--- config.mk ---
export PLATFORM = sky130hd
export DESIGN_NAME = key_event_conditioner
export DESIGN_NICKNAME = d
export VERILOG_FILES = /design/src/rtl/key_event_conditioner.sv
export SDC_FILE = /design/constraint.sdc
export NUM_CORES = 1
export LEC_CHECK = 0
export ABC_AREA = 1
export ABC_CLOCK_PERIOD_IN_PS = 3900
export CAP_MARGIN = 20
export CORE_AREA = 2 2 170 172
export CTS_CLUSTER_SIZE = 16
export DETAILED_ROUTE_END_ITERATION = 8
export DIE_AREA = 0 0 172 174
export GPL_ROUTABILITY_DRIVEN = 0
export PLACE_DENSITY = 0.55
export SLEW_MARGIN = 10
export SYNTH_ARGS = -nofsm -noshare
export SYNTH_HDL_FRONTEND = slang
export SYNTH_SLANG_ARGS = --single-unit
export TNS_END_PERCENT = 100
--- constraint.sdc ---
create_clock -name i_clk -period 3.9 [get_ports i_clk]
set_input_delay 0.39 -clock i_clk [delete_from_list [all_inputs] [get_ports i_clk]]
set_output_delay 0.39 -clock i_clk [all_outputs]
set_load 0.02 [all_outputs]
--- src/rtl/key_event_conditioner.sv ---
`default_nettype none
// key_event_conditioner: three-key debouncer with press/release/short/long events.
// Rev 1.0 - initial release.
module key_event_conditioner #(
    parameter int DEBOUNCE_CYCLES = 500000,
    parameter int LONG_CYCLES     = 50000000
) (
    input  logic       i_clk,
    input  logic       i_rst_n,
    input  logic [2:0] i_key_n,
    output logic [2:0] o_down,
    output logic [2:0] o_press,
    output logic [2:0] o_release,
    output logic [2:0] o_short,
    output logic [2:0] o_long
);
    localparam int DW = $clog2(DEBOUNCE_CYCLES + 1);
    localparam int HW = $clog2(LONG_CYCLES + 1);
    localparam logic [DW-1:0] DEB_MAX  = DW'(DEBOUNCE_CYCLES);
    localparam logic [HW-1:0] HOLD_MAX = HW'(LONG_CYCLES);
    localparam logic [HW-1:0] HOLD_HIT = HW'(LONG_CYCLES - 1);

    typedef enum logic [1:0] {
        IDLE      = 2'd0,
        PRESS_CHK = 2'd1,
        HELD      = 2'd2,
        REL_CHK   = 2'd3
    } state_t;

    logic [2:0] sync1, sync2;
    logic [2:0] down_q, press_q, release_q, short_q, long_q;

    always_ff @(posedge i_clk or negedge i_rst_n) begin
        if (!i_rst_n) begin
            sync1 <= 3'b111;
            sync2 <= 3'b111;
        end else begin
            sync1 <= i_key_n;
            sync2 <= sync1;
        end
    end

    for (genvar k = 0; k < 3; k++) begin : g_key
        state_t        state, state_nx;
        logic [DW-1:0] dcnt, dcnt_nx;
        logic [HW-1:0] hcnt, hcnt_nx;
        logic          long_flag, long_flag_nx;
        logic          ev_press, ev_release, ev_short, ev_long, hold_hit;
        logic          evq_press, evq_release, evq_short, evq_long, evq_down;
        logic          s;

        assign s = sync2[k];

        always_comb begin
            state_nx     = state;
            dcnt_nx      = dcnt;
            hcnt_nx      = hcnt;
            long_flag_nx = long_flag;
            ev_press     = 1'b0;
            ev_release   = 1'b0;
            ev_short     = 1'b0;
            ev_long      = 1'b0;
            hold_hit     = 1'b0;
            if ((state == HELD) || (state == REL_CHK)) begin
                if (hcnt != HOLD_MAX) hcnt_nx = hcnt + 1'b1;
                hold_hit = (hcnt == HOLD_HIT) && !long_flag;
            end
            case (state)
                IDLE: if (!s) begin
                    state_nx = PRESS_CHK;
                    dcnt_nx  = DW'(1);
                end
                PRESS_CHK: if (s) begin
                    state_nx = IDLE;
                    dcnt_nx  = '0;
                end else if (dcnt == DEB_MAX) begin
                    state_nx     = HELD;
                    dcnt_nx      = '0;
                    hcnt_nx      = '0;
                    long_flag_nx = 1'b0;
                    ev_press     = 1'b1;
                end else begin
                    dcnt_nx = dcnt + 1'b1;
                end
                HELD: if (s) begin
                    state_nx = REL_CHK;
                    dcnt_nx  = DW'(1);
                end
                REL_CHK: if (!s) begin
                    state_nx = HELD;
                    dcnt_nx  = '0;
                end else if (dcnt == DEB_MAX) begin
                    state_nx     = IDLE;
                    dcnt_nx      = '0;
                    hcnt_nx      = '0;
                    long_flag_nx = 1'b0;
                    ev_release   = 1'b1;
                    ev_short     = !long_flag;
                end else begin
                    dcnt_nx = dcnt + 1'b1;
                end
                default: state_nx = IDLE;
            endcase
            // A release confirmed on the same edge the hold completes wins: no long.
            if (hold_hit && !ev_release) begin
                ev_long      = 1'b1;
                long_flag_nx = 1'b1;
            end
        end

        always_ff @(posedge i_clk or negedge i_rst_n) begin
            if (!i_rst_n) begin
                state       <= IDLE;
                dcnt        <= '0;
                hcnt        <= '0;
                long_flag   <= 1'b0;
                evq_press   <= 1'b0;
                evq_release <= 1'b0;
                evq_short   <= 1'b0;
                evq_long    <= 1'b0;
                evq_down    <= 1'b0;
            end else begin
                state       <= state_nx;
                dcnt        <= dcnt_nx;
                hcnt        <= hcnt_nx;
                long_flag   <= long_flag_nx;
                evq_press   <= ev_press;
                evq_release <= ev_release;
                evq_short   <= ev_short;
                evq_long    <= ev_long;
                evq_down    <= (state_nx == HELD) || (state_nx == REL_CHK);
            end
        end

        assign press_q[k]   = evq_press;
        assign release_q[k] = evq_release;
        assign short_q[k]   = evq_short;
        assign long_q[k]    = evq_long;
        assign down_q[k]    = evq_down;
    end

    always_ff @(posedge i_clk or negedge i_rst_n) begin
        if (!i_rst_n) begin
            o_down    <= '0;
            o_press   <= '0;
            o_release <= '0;
            o_short   <= '0;
            o_long    <= '0;
        end else begin
            o_down    <= down_q;
            o_press   <= press_q;
            o_release <= release_q;
            o_short   <= short_q;
            o_long    <= long_q;
        end
    end
endmodule
`default_nettype wire

# Word level (Yosys, flattened, before mapping)
# Index checks and enable logic that the tools add are counted.
[classes]
n_eq_ne = 36
bitwise = 0
n_mux = 102
n_shift = 0
n_div = 0
addsub = 6
reduce_logical = 30
n_mul = 0
magnitude_cmp = 0
[ops]
columns = ["operator", "n"]
rows = [
  ["26-bit 2-to-1 mux", 15],
  ["19-bit 2-to-1 mux", 15],
  ["19-bit one-hot mux with 4 select lines", 3],
  ["26-bit one-hot mux with 2 select lines", 3],
  ["26-bit by 1-bit adder with 26-bit output (second input constant)", 3],
  ["26-bit == test (second input constant)", 3],
  ["26-bit inequality test (second input constant)", 3],
  ["19-bit by 1-bit adder with 19-bit output (second input constant)", 3],
  ["19-bit == test (second input constant)", 3],
  ["1-bit 2-to-1 mux", 42],
  ["2-bit 2-to-1 mux", 18],
  ["2-bit == test (second input constant)", 12],
  ["2-bit one-hot mux with 4 select lines", 3],
  ["2-bit inequality test (second input constant)", 6],
  ["3-bit by 2-bit inequality test with 1-bit output (second input constant)", 3],
  ["3-bit inequality test (second input constant)", 3],
  ["3-bit AND reduction", 3],
  ["3-bit nonzero test", 3],
  ["2-bit by 1-bit == test with 1-bit output (second input constant)", 3],
  ["1-bit logical AND", 6],
  ["1-bit logical NOT", 6],
  ["2-bit logical NOT", 3],
  ["1-bit logical OR", 6],
  ["1-bit one-hot mux with 2 select lines", 3],
  ["2-bit AND reduction", 3],
]
[word_totals]
latch_bits = 0
register_bits = 180
ramBits = 0
output_inout_bits = 15
romBits = 0
n_memories = 0

# Depth between registers and ports, before layout
# Gate-level depths: netlist (run 1).
[logic_depth]
depth_word = 8
depth_mapped = 12

# Worst setup path before layout (run 1)
# OpenSTA, ideal clock, no wires.
[synth_timing]
kind = "reg-to-reg"
startpoint = "register g_key[1].dcnt[0]"
endpoint = "register g_key[1].dcnt[10]"
t_arrival_ns = 1.440
slack_ns = 2.330
stages_incl_launch_ff = 11
path_cell_list = "dfrtp_1 inv_1 ha_1 nand3_1 nor2_1 nand3_2 nand3_4 inv_2 buf_6 o211ai_1 o21ai_0"
[synth_via]
elab_chain_cells = 4
word_cells_on_any_way = 6
[synth_lines]
columns = ["element", "line", "text"]
rows = [
  ["start: declaration", "45", "logic [DW-1:0] dcnt, dcnt_nx;"],
  ["start signal: assignment", "124", "dcnt <= dcnt_nx;"],
  ["19-bit by 1-bit adder with 19-bit output / 19-bit == test (equally long branches)", "--", ""],
  ["19-bit 2-to-1 mux *", "76, 92", ""],
  ["19-bit 2-to-1 mux (on tied branches)", "89, 73", ""],
  ["19-bit one-hot mux with 4 select lines *", "68", "case (state)"],
]
# Every way passes the cells marked *; elsewhere a longest branch is shown, timed or not.
# A chain may end at the register's enable or synchronous reset.

# Worst setup path in the final report (run 1)
[layout_timing]
startpoint = "register g_key[1].dcnt[14]"
endpoint = "register g_key[1].hcnt[22]"
[layout_via]
elab_chain_cells = 4
word_cells_on_any_way = 5
[layout_lines]
columns = ["element", "line", "text"]
rows = [
  ["19-bit == test *", "76, 92", ""],
  ["26-bit 2-to-1 mux *", "76, 92", ""],
  ["26-bit 2-to-1 mux (on tied branches)", "89, 73", ""],
  ["26-bit one-hot mux with 2 select lines *", "68", ""],
  ["via g_key[1].hcnt_nx[22]", "46", "logic [HW-1:0] hcnt, hcnt_nx;"],
  ["end signal: assignment", "125", "hcnt <= hcnt_nx;"],
  ["end: declaration", "46", ""],
]
# The timed path passes the listed nets; every way through them passes the cells marked *.

==> impl_metrics.json, run 1 <==
{
  "cp-start-kind": "flop",
  "cts_tree": "yes",
  "max_cap_viol_count": 0,
  "max_freq_ghz": 0.495,
  "synth_area_um2": 10500,
  "rows": 62,
  "synth_nets": 1457,
  "worstSetupEndpointType": "flop",
  "diodes": 0,
  "cts_max_level": 4,
  "mostFrequentLayoutCell": "nand2_1",
  "cp_data_required_time_ns": 4.19,
  "hold_violations": 0,
  "tightest_slew_ns": 0.880,
  "worstReg2RegStart": "g_key[1].dcnt[14]",
  "coreArea_um2": 28200,
  "setup_violations": 0,
  "grtUsageTotal_pct": 17.7,
  "cts-root-buf": "clkbuf_16",
  "drc_errors": 0,
  "internal_power_mw": 2.87,
  "synth_seq_area_share_pct": 42.3,
  "routed_wl_mm": 24.7,
  "place_hpwl_mm": 18.0,
  "grt_pass1_vias": 8978,
  "placed_cell_area_um2": 11100,
  "grt_pass1_wl_mm": 43.1,
  "grt-ovfl-total": 0,
  "ys_seq_elements": 178,
  "routed-via-count": 9157,
  "fin_skew_ns": 0.0157,
  "ioPinCount": 20,
  "insertion_delay_ns": 0.45,
  "peakVddDrop_v": 0.000284,
  "numCtsBuffers": 17,
  "synth_flop_cell": "dfrtp_1",
  "power.density_nw_per_um2": 325,
  "yosysUniqueCellTypes": 47,
  "dieArea_um2": 29900,
  "drive_above_1_share_pct": 6.51,
  "cts_resized": 0,
  "run_status": "complete, no violations",
  "fin_tns_setup_ns": 0,
  "nets": 1478,
  "postRouteAntennaNets": 0,
  "combinationalPowerShare_pct": 3.5,
  "critPathArrivalTime_ns": 2.31,
  "layout_common_cells": "316 x nand2_1, 223 x nor2_1, 192 x inv_1",
  "drtIter0Drc": 634,
  "fp.dieW_um": 172,
  "r2r_setup_slack_ns": 1.88,
  "min_period_ns": 2.02,
  "p_sw_mw": 0.951,
  "drv_slew": 0,
  "syn2layout_area_growth_pct": 11.5,
  "synth_enable_flop_cells": 0,
  "final_area_um2": 11800,
  "ys_async_sr_fraction_pct": 100,
  "leakage_nw": 5.06,
  "switching_share_pct": 24.9,
  "first_pass_iters": 5,
  "r2r_end": "g_key[1].hcnt[22]",
  "reg2reg_depth": 7,
  "hp-class": "input pin to asynchronous set/reset pin",
  "cts_setup_buffers": 0,
  "clk_path_buf_depth": 2,
  "min_period_over_period_pct": 51.8,
  "startpoint": "g_key[1].dcnt[14]",
  "viasPerCell": 4.93,
  "grt_max_degree": 97,
  "syn_area_per_cell_um2": 7.32,
  "cts.sinks": 178,
  "clkTransAtPathRegs_ns": 0.07,
  "antenna_found_initial": 0,
  "clkPwrFrac_pct": 47.4,
  "die_h_um": 174,
  "pwr-share-seq_pct": 49.1,
  "rsz0062_at_grt": "no",
  "fill_cells": 2927,
  "crit_type": "flop to flop",
  "yosysWarnings": 0,
  "start_util_pct": 37.3,
  "cp_max_fo": 11,
  "wl_per_cell_um": 13.3,
  "crit_end": "g_key[1].hcnt[22]",
  "syn-instance-count": 1440,
  "io_buffers": 19,
  "slew_headroom_pct": 41.3,
  "ctsHoldBuffers": 0
}
## flip-flops by register name (all words and copies together) (netlist names)
register / flops
g_key.evq_press: 3
o_short: 3
g_key.evq_release: 3
g_key.hcnt: 78
o_down: 3
o_long: 3
o_press: 3
g_key.long_flag: 3
o_release: 3
g_key.evq_down: 3
g_key.state: 4
sync1: 3
g_key.evq_short: 3
g_key.evq_long: 3
sync2: 3
g_key.dcnt: 57
## power by group through the flow
| stage | Combinational [mW] | Sequential [mW] | Clock (mW) |
|---|---|---|---|
| floorplan | 0.0722 | 1.91 | 0 |
| global placement | 0.138 | 1.91 | 0 |
| detailed placement | 0.140 | 1.91 | 0 |
| CTS | 0.140 | 1.88 | 1.87 |
| global route | 0.159 | 1.88 | 1.95 |
| finish | 0.135 | 1.88 | 1.81 |
## worst max-delay path: stages (launching register included)
cell,delay [ns]
dfrtp_1,0.43
nor2_1,0.14
and3_1,0.20
nand3_1,0.08
nor2_1,0.09
nand3_1,0.10
a21oi_1,0.70
nor2_1,0.13
## stage by stage
step	total power, mW	std cells	worst slack, ns	util [%]	hold WS (ns)
floorplan	1.98	1440	2.33	-	0.0944
global placement	2.05	1826	1.92	39.5	0.332
detailed placement	2.05	1826	1.85	39.5	0.335
CTS	3.88	1858	1.84	41.6	0.0668
global route	3.99	1858	1.56	41.6	0.0915
finish	3.82	1858	1.88	41.6	0.0248
## final cells by class
| cell class | count | area [µm²] | area share (%) |
|---|---|---|---|
| Timing Repair Buffer | 25 | 251 | 2.14 |
| Multi-Input combinational cell | 1034 | 5170 | 44.0 |
| Inverter | 205 | 773 | 6.58 |
| Tap cell | 384 | 480 | 4.09 |
| Clock inverter | 15 | 185 | 1.58 |
| Clock buffer | 17 | 425 | 3.62 |
| Sequential cell | 178 | 4460 | 38.0 |
## synth_stat cells, types with 10 or more instances
| master | number | share of area, % |
|---|---|---|
| a21oi_1 | 27 | 1.3 |
| nor2_1 | 223 | 7.9 |
| xor2_1 | 50 | 4.2 |
| xnor2_1 | 11 | 0.91 |
| nor4_1 | 10 | 0.59 |
| o21ai_0 | 77 | 3.7 |
| nand2_1 | 316 | 11 |
| dfrtp_1 | 172 | 41 |
| buf_2 | 11 | 0.52 |
| nand3_1 | 99 | 4.7 |
| inv_1 | 192 | 6.8 |
| nand4_1 | 55 | 3.3 |
| o211ai_1 | 16 | 1.1 |
| nor3_1 | 38 | 1.8 |
| inv_2 | 10 | 0.36 |
| a211oi_1 | 12 | 0.86 |
| ha_1 | 12 | 1.4 |
| o22ai_1 | 22 | 1.3 |
## metal layers
| layer | part of all wire (%) | routed length [µm] | global-route usage (%) |
|---|---|---|---|
| met1 | 49 | 12100 | 24.1 |
| met2 | 46 | 11500 | 28.7 |
| met3 | 3.0 | 732 | 2.78 |
| met4 | 1.7 | 423 | 5.60 |
| met5 | 0 | 0 | 0 |
## worst min-delay path by stage
stage / start / to / slack (ns) / cells past startpoint
floorplan: i_rst_n / g_key[0].dcnt[0] / 0.09 / 0
global placement: g_key[2].evq_release / o_release[2] / 0.33 / 0
detailed placement: g_key[2].evq_down / o_down[2] / 0.33 / 0
CTS: i_rst_n / g_key[1].hcnt[3] / 0.07 / 1
global route: i_rst_n / g_key[1].hcnt[5] / 0.09 / 1
finish: i_rst_n / g_key[1].hcnt[3] / 0.02 / 1
## logic make-up after synthesis
group / share of synthesized area [%]
compound gates: 9.39
flops: 42.3
fa+ha+maj: 1.42
buf+inv: 8.54
simple gates: 33.2
xor+xnor: 5.07
Power figures use the tool's default switching activity.
==> run 2, diff against run 1 <==
Settings changed: ABC_CLOCK_PERIOD_IN_PS 3900 to 1700, PLACE_DENSITY 0.55 to 0.57.
Clock period 3.9 ns to 1.7 ns, I/O delays scaled along.
==> impl_metrics.json, run 2 (same netlist as run 1, synthesis figures left out) <==
{
  "max_cap_viol_count": 0,
  "rsz0062_at_grt": "yes",
  "grt-ovfl-total": 0,
  "critPathArrivalTime_ns": 1.99,
  "top_register": "g_key.hcnt",
  "grtUsageTotal_pct": 18.1,
  "min_period_over_period_pct": 99.0,
  "reg2reg_depth": 8,
  "die_h_um": 174,
  "holdPathStages": 1,
  "hold_violations": 0,
  "mostFrequentLayoutCell": "nand2_1",
  "power_mw": 8.61,
  "cp_max_fo": 4,
  "drc_errors": 0,
  "slew_headroom_pct": 76.3,
  "routed_wl_mm": 26.2,
  "cts_tree": "yes",
  "r2r_setup_slack_ns": 0.02,
  "routed-via-count": 9648,
  "cts-root-buf": "clkbuf_16",
  "clkTransAtPathRegs_ns": 0.07,
  "ioPinCount": 20,
  "r2r_end": "g_key[0].dcnt[18]",
  "crit_type": "flop to flop",
  "cts_max_level": 4,
  "wl_per_cell_um": 13.3,
  "first_pass_iters": 5,
  "reg.largest.list": "g_key.hcnt x78, g_key.dcnt x57, g_key.state x4",
  "fp.dieW_um": 172,
  "viasPerCell": 4.90,
  "fin_skew_ns": 0.0141,
  "layout_common_cells": "303 x nand2_1, 201 x nor2_1, 180 x inv_1",
  "numCtsBuffers": 17,
  "tightest_slew_ns": 0.352,
  "dieArea_um2": 29900,
  "min_period_ns": 1.68,
  "holdPathEnd": "sync1[0]",
  "grt_pass1_vias": 9269,
  "multi_input_area_um2": 5650,
  "worstSetupEndpointType": "flop",
  "drv_slew": 0,
  "drive_above_1_share_pct": 19.5,
  "place_hpwl_mm": 18.8,
  "dr_wl_met3_um": 788,
  "drtIter0Drc": 730,
  "run_status": "complete, no violations",
  "maxUsedRoutingLayer": "met4",
  "fill_cells": 2843,
  "antenna_found_initial": 0,
  "syn2layout_area_growth_pct": 24.5,
  "fin_tns_setup_ns": 0,
  "wl_met2_mm": 12.2,
  "io_buffers": 19,
  "insertion_delay_ns": 0.43,
  "leakage_nw": 5.73,
  "seq_area_um2": 4480,
  "setup_violations": 0,
  "worstReg2RegStart": "g_key[0].dcnt[1]",
  "start_util_pct": 37.3,
  "hold_start": "i_key_n[0]",
  "worst_hold_slack_ns": 0.146,
  "cp-start-kind": "flop",
  "wl_met1_mm": 12.9,
  "coreArea_um2": 28200,
  "diodes": 0,
  "cts.sinks": 178,
  "placed_cell_area_um2": 11800,
  "grt_max_degree": 52,
  "power.density_nw_per_um2": 657,
  "final_area_um2": 13100,
  "hp-class": "input pin to flop",
  "startpoint": "g_key[0].dcnt[1]",
  "peakVddDrop_v": 0.000613,
  "max_freq_ghz": 0.594,
  "cp_data_required_time_ns": 2.00,
  "clk_path_buf_depth": 2,
  "nets": 1587,
  "grt_pass1_wl_mm": 44.6,
  "largest_register_ffs": 78,
  "rows": 62,
  "postRouteAntennaNets": 0
}
run 2: final cells by class:
type | instances | share of cell area [%]
repair buffers | 134 | 8.77
clock inverters | 13 | 0.964
flip-flops and latches | 178 | 34.2
clock buffers | 19 | 3.38
multi-input cells | 1034 | 43.1
inverters | 205 | 5.98
well taps | 384 | 3.66
run 2: worst max-delay path by stage:
| stage | cells after the start | end |
|---|---|---|
| global route | 10 | g_key[0].hcnt[0] |
| finish | 8 | g_key[0].dcnt[18] |
| floorplan | 10 | g_key[1].dcnt[10] |
| detailed placement | 8 | g_key[1].hcnt[8] |
| CTS | 9 | g_key[2].dcnt[17] |
| global placement | 8 | g_key[1].hcnt[8] |
run 2: power breakdown:
part	internal, mW	switching [mW]	total [mW]
Combinational	0.152	0.270	0.422
Sequential	4.27	0.0410	4.32
Clock	2.09	1.79	3.87
run 2: what timing repair did:
action / CTS / global route
buffers inserted: 2 / 21
gates cloned: 0 / 1
gates resized for setup: 7 / 149
pin swaps: 3 / 30
hold endpoints to repair: 33 / 0
setup endpoints to repair: 16 / 119
hold buffers: 1 / 0
run 2: layer usage:
| metal | track usage, % | vias to the layer above |
|---|---|---|
| met5 | 0 | - |
| met4 | 4.20 | 0 |
| met3 | 2.82 | 19 |
| met2 | 28.6 | 139 |
| met1 | 26.0 | 4531 |
| li1 | - | 4959 |
run 2: stage by stage:
step | worst slack [ns] | util, % | instances
2_1_floorplan | 0.130 | - | 1440
3_3_place_gp | -0.0469 | 41.9 | 1911
3_5_place_dp | -0.0713 | 41.9 | 1911
4_1_cts | 0.00122 | 44.1 | 1946
5_1_grt | -0.0924 | 46.4 | 1967
6_report | 0.0172 | 46.4 | 1967
run 2: worst max-delay path, cell delays in order (launching register included):
cell and delay (ns):
dfrtp_1 0.43, ha_4 0.18, nand3_4 0.09, nor2_4 0.13, nand3b_1 0.20, nor3_4 0.29
nand3_1 0.10, nand2_1 0.08, o22ai_2 0.06
==> run 3, diff against run 2 <==
Settings changed: MAX_ROUTING_LAYER set to met4.
==> impl_metrics.json, run 3 (same netlist as run 1, synthesis figures left out) <==
{
  "drtIter0Drc": 716,
  "crit_buf_inv": 0,
  "hold_start": "i_key_n[0]",
  "drive_above_1_share_pct": 20.0,
  "wl_per_cell_um": 13.3,
  "internal_power_mw": 6.52,
  "path_delay_family": "simple AND/OR/NAND/NOR gates",
  "mostFrequentLayoutCell": "nand2_1",
  "max_freq_ghz": 0.594,
  "fp.dieW_um": 172,
  "clkPwrFrac_pct": 45.0,
  "dieArea_um2": 29900,
  "viasPerCell": 4.91,
  "nets": 1589,
  "run_status": "complete, no violations",
  "insertion_delay_ns": 0.43,
  "cp_data_required_time_ns": 2.00,
  "start_util_pct": 37.3,
  "switching_share_pct": 24.4,
  "layout_common_cells": "304 x nand2_1, 197 x nor2_1, 179 x inv_1",
  "tightest_slew_ns": 0.374,
  "cts_tree": "yes",
  "grt_pass1_wl_mm": 44.6,
  "hold_violations": 0,
  "largest_register_ffs": 78,
  "slowest_delay_ns": 0.43,
  "grt_pass1_vias": 9263,
  "critPathArrivalTime_ns": 1.99,
  "hp-class": "input pin to flop",
  "cts-root-buf": "clkbuf_16",
  "min_period_ns": 1.68,
  "startpoint": "g_key[0].dcnt[1]",
  "worstSetupEndpointType": "flop",
  "routed_wl_mm": 26.2,
  "rsz0062_at_grt": "yes",
  "reg.largest.list": "g_key.hcnt x78, g_key.dcnt x57, g_key.state x4",
  "clk_path_buf_depth": 2,
  "grt_max_degree": 52,
  "crit_type": "flop to flop",
  "cts.sinks": 178,
  "postRouteAntennaNets": 0,
  "ioPinCount": 20,
  "die_h_um": 174,
  "routed-via-count": 9677,
  "grtUsageTotal_pct": 18.6,
  "clkTransAtPathRegs_ns": 0.07,
  "max_cap_viol_count": 0,
  "fin_skew_ns": 0.0146,
  "place_hpwl_mm": 18.8,
  "pwr-share-seq_pct": 50.1,
  "slew_headroom_pct": 74.8,
  "numCtsBuffers": 17,
  "cts_max_level": 4,
  "grt-ovfl-total": 0,
  "rows": 62,
  "worstReg2RegStart": "g_key[0].dcnt[1]",
  "coreArea_um2": 28200,
  "io_buffers": 19,
  "cp_slowest_cell": "dfrtp_1",
  "leakage_nw": 5.73,
  "power.density_nw_per_um2": 656,
  "syn2layout_area_growth_pct": 24.7,
  "top_register": "g_key.hcnt",
  "cp-start-kind": "flop",
  "peakVddDrop_v": 0.000610,
  "combinationalPowerShare_pct": 5.0,
  "drv_slew": 0,
  "power_mw": 8.62,
  "p_sw_mw": 2.10,
  "antenna_found_initial": 0,
  "crit_chain": "ha_4 > nand3_4 > nor2_4 > nand3b_1 > nor3_4 > nand3_1 > nand2_1 > o22ai_2",
  "first_pass_iters": 6,
  "post-route-util_pct": 46.5,
  "diodes": 0,
  "min_period_over_period_pct": 99.0,
  "cp_max_fo": 4,
  "drc_errors": 0,
  "setup_violations": 0
}
[run 3: changes by cell type in the layout (fill, tap and decap cells not counted), sizes merged]
cell | before | now
buf | 114 | 116
[run 3: path summary, 6_finish.rpt]
path / end / slack, ns / cells after the start
max: g_key[0].dcnt[18] / 0.02 / 8
min: sync1[0] / 0.14 / 1
max reg2reg: g_key[0].dcnt[18] / 0.02 / 8
min reg2reg: o_long[1] / 0.35 / 0
max in group asynchronous: sync1[0] / 0.82 / 3
min in group asynchronous: g_key[1].hcnt[18] / 0.22 / 2
[run 3: power groups by stage]
stage	logic [mW]	clock network, mW	registers [mW]
2_1_floorplan	0.166	0	4.38
3_3_place_gp	0.370	0	4.38
5_1_grt	0.493	4.20	4.32
6_report	0.428	3.88	4.31
4_1_cts	0.376	4.00	4.30
3_5_place_dp	0.371	0	4.39
[run 3: what timing repair did]
| action | CTS | global route |
|---|---|---|
| endpoints found under the setup margin | 16 | 119 |
| hold buffers | 1 | 0 |
| pin swaps | 3 | 29 |
| endpoints found under the hold margin | 33 | 0 |
| cloned | 0 | 1 |
| setup buffers | 2 | 23 |
| gates resized for setup | 7 | 154 |
[run 3: per-stage QoR]
| stage | hold WS, ns | instances | setup TNS [ns] | worst slack [ns] | cell area (µm²) |
|---|---|---|---|---|---|
| floorplan | -0.126 | 1440 | 0 | 0.130 | 10500 |
| global placement | 0.120 | 1911 | -0.115 | -0.0469 | 11800 |
| detailed placement | 0.121 | 1911 | -0.238 | -0.0713 | 11800 |
| CTS | 0.132 | 1946 | 0 | 0.00122 | 12500 |
| global route | 0.119 | 1969 | -1.68 | -0.0925 | 13100 |
| finish | 0.144 | 1969 | 0 | 0.0168 | 13100 |
[run 3: metal layers]
layer	share of wire [%]	GRT usage, %
met4	0.84	4.20
met2	47	28.5
met3	3.0	2.89
met1	50	26.0
met5	0	-
[run 3: final cells by class]
type / instances / area (µm²)
clock buffer: 19 / 443
clock inverter: 13 / 126
fill: 2845 / 15100
inverter: 205 / 785
multi-input combinational: 1034 / 5660
sequential: 178 / 4480
tap: 384 / 480
timing repair buffer: 136 / 1160
[run 3: worst reg2reg max path: cells and delay by family (launching register included)]
family / cells / cell delay, ns
compound gates: 1 / 0.06
flops: 1 / 0.43
simple gates: 6 / 0.89
fa+ha+maj: 1 / 0.18
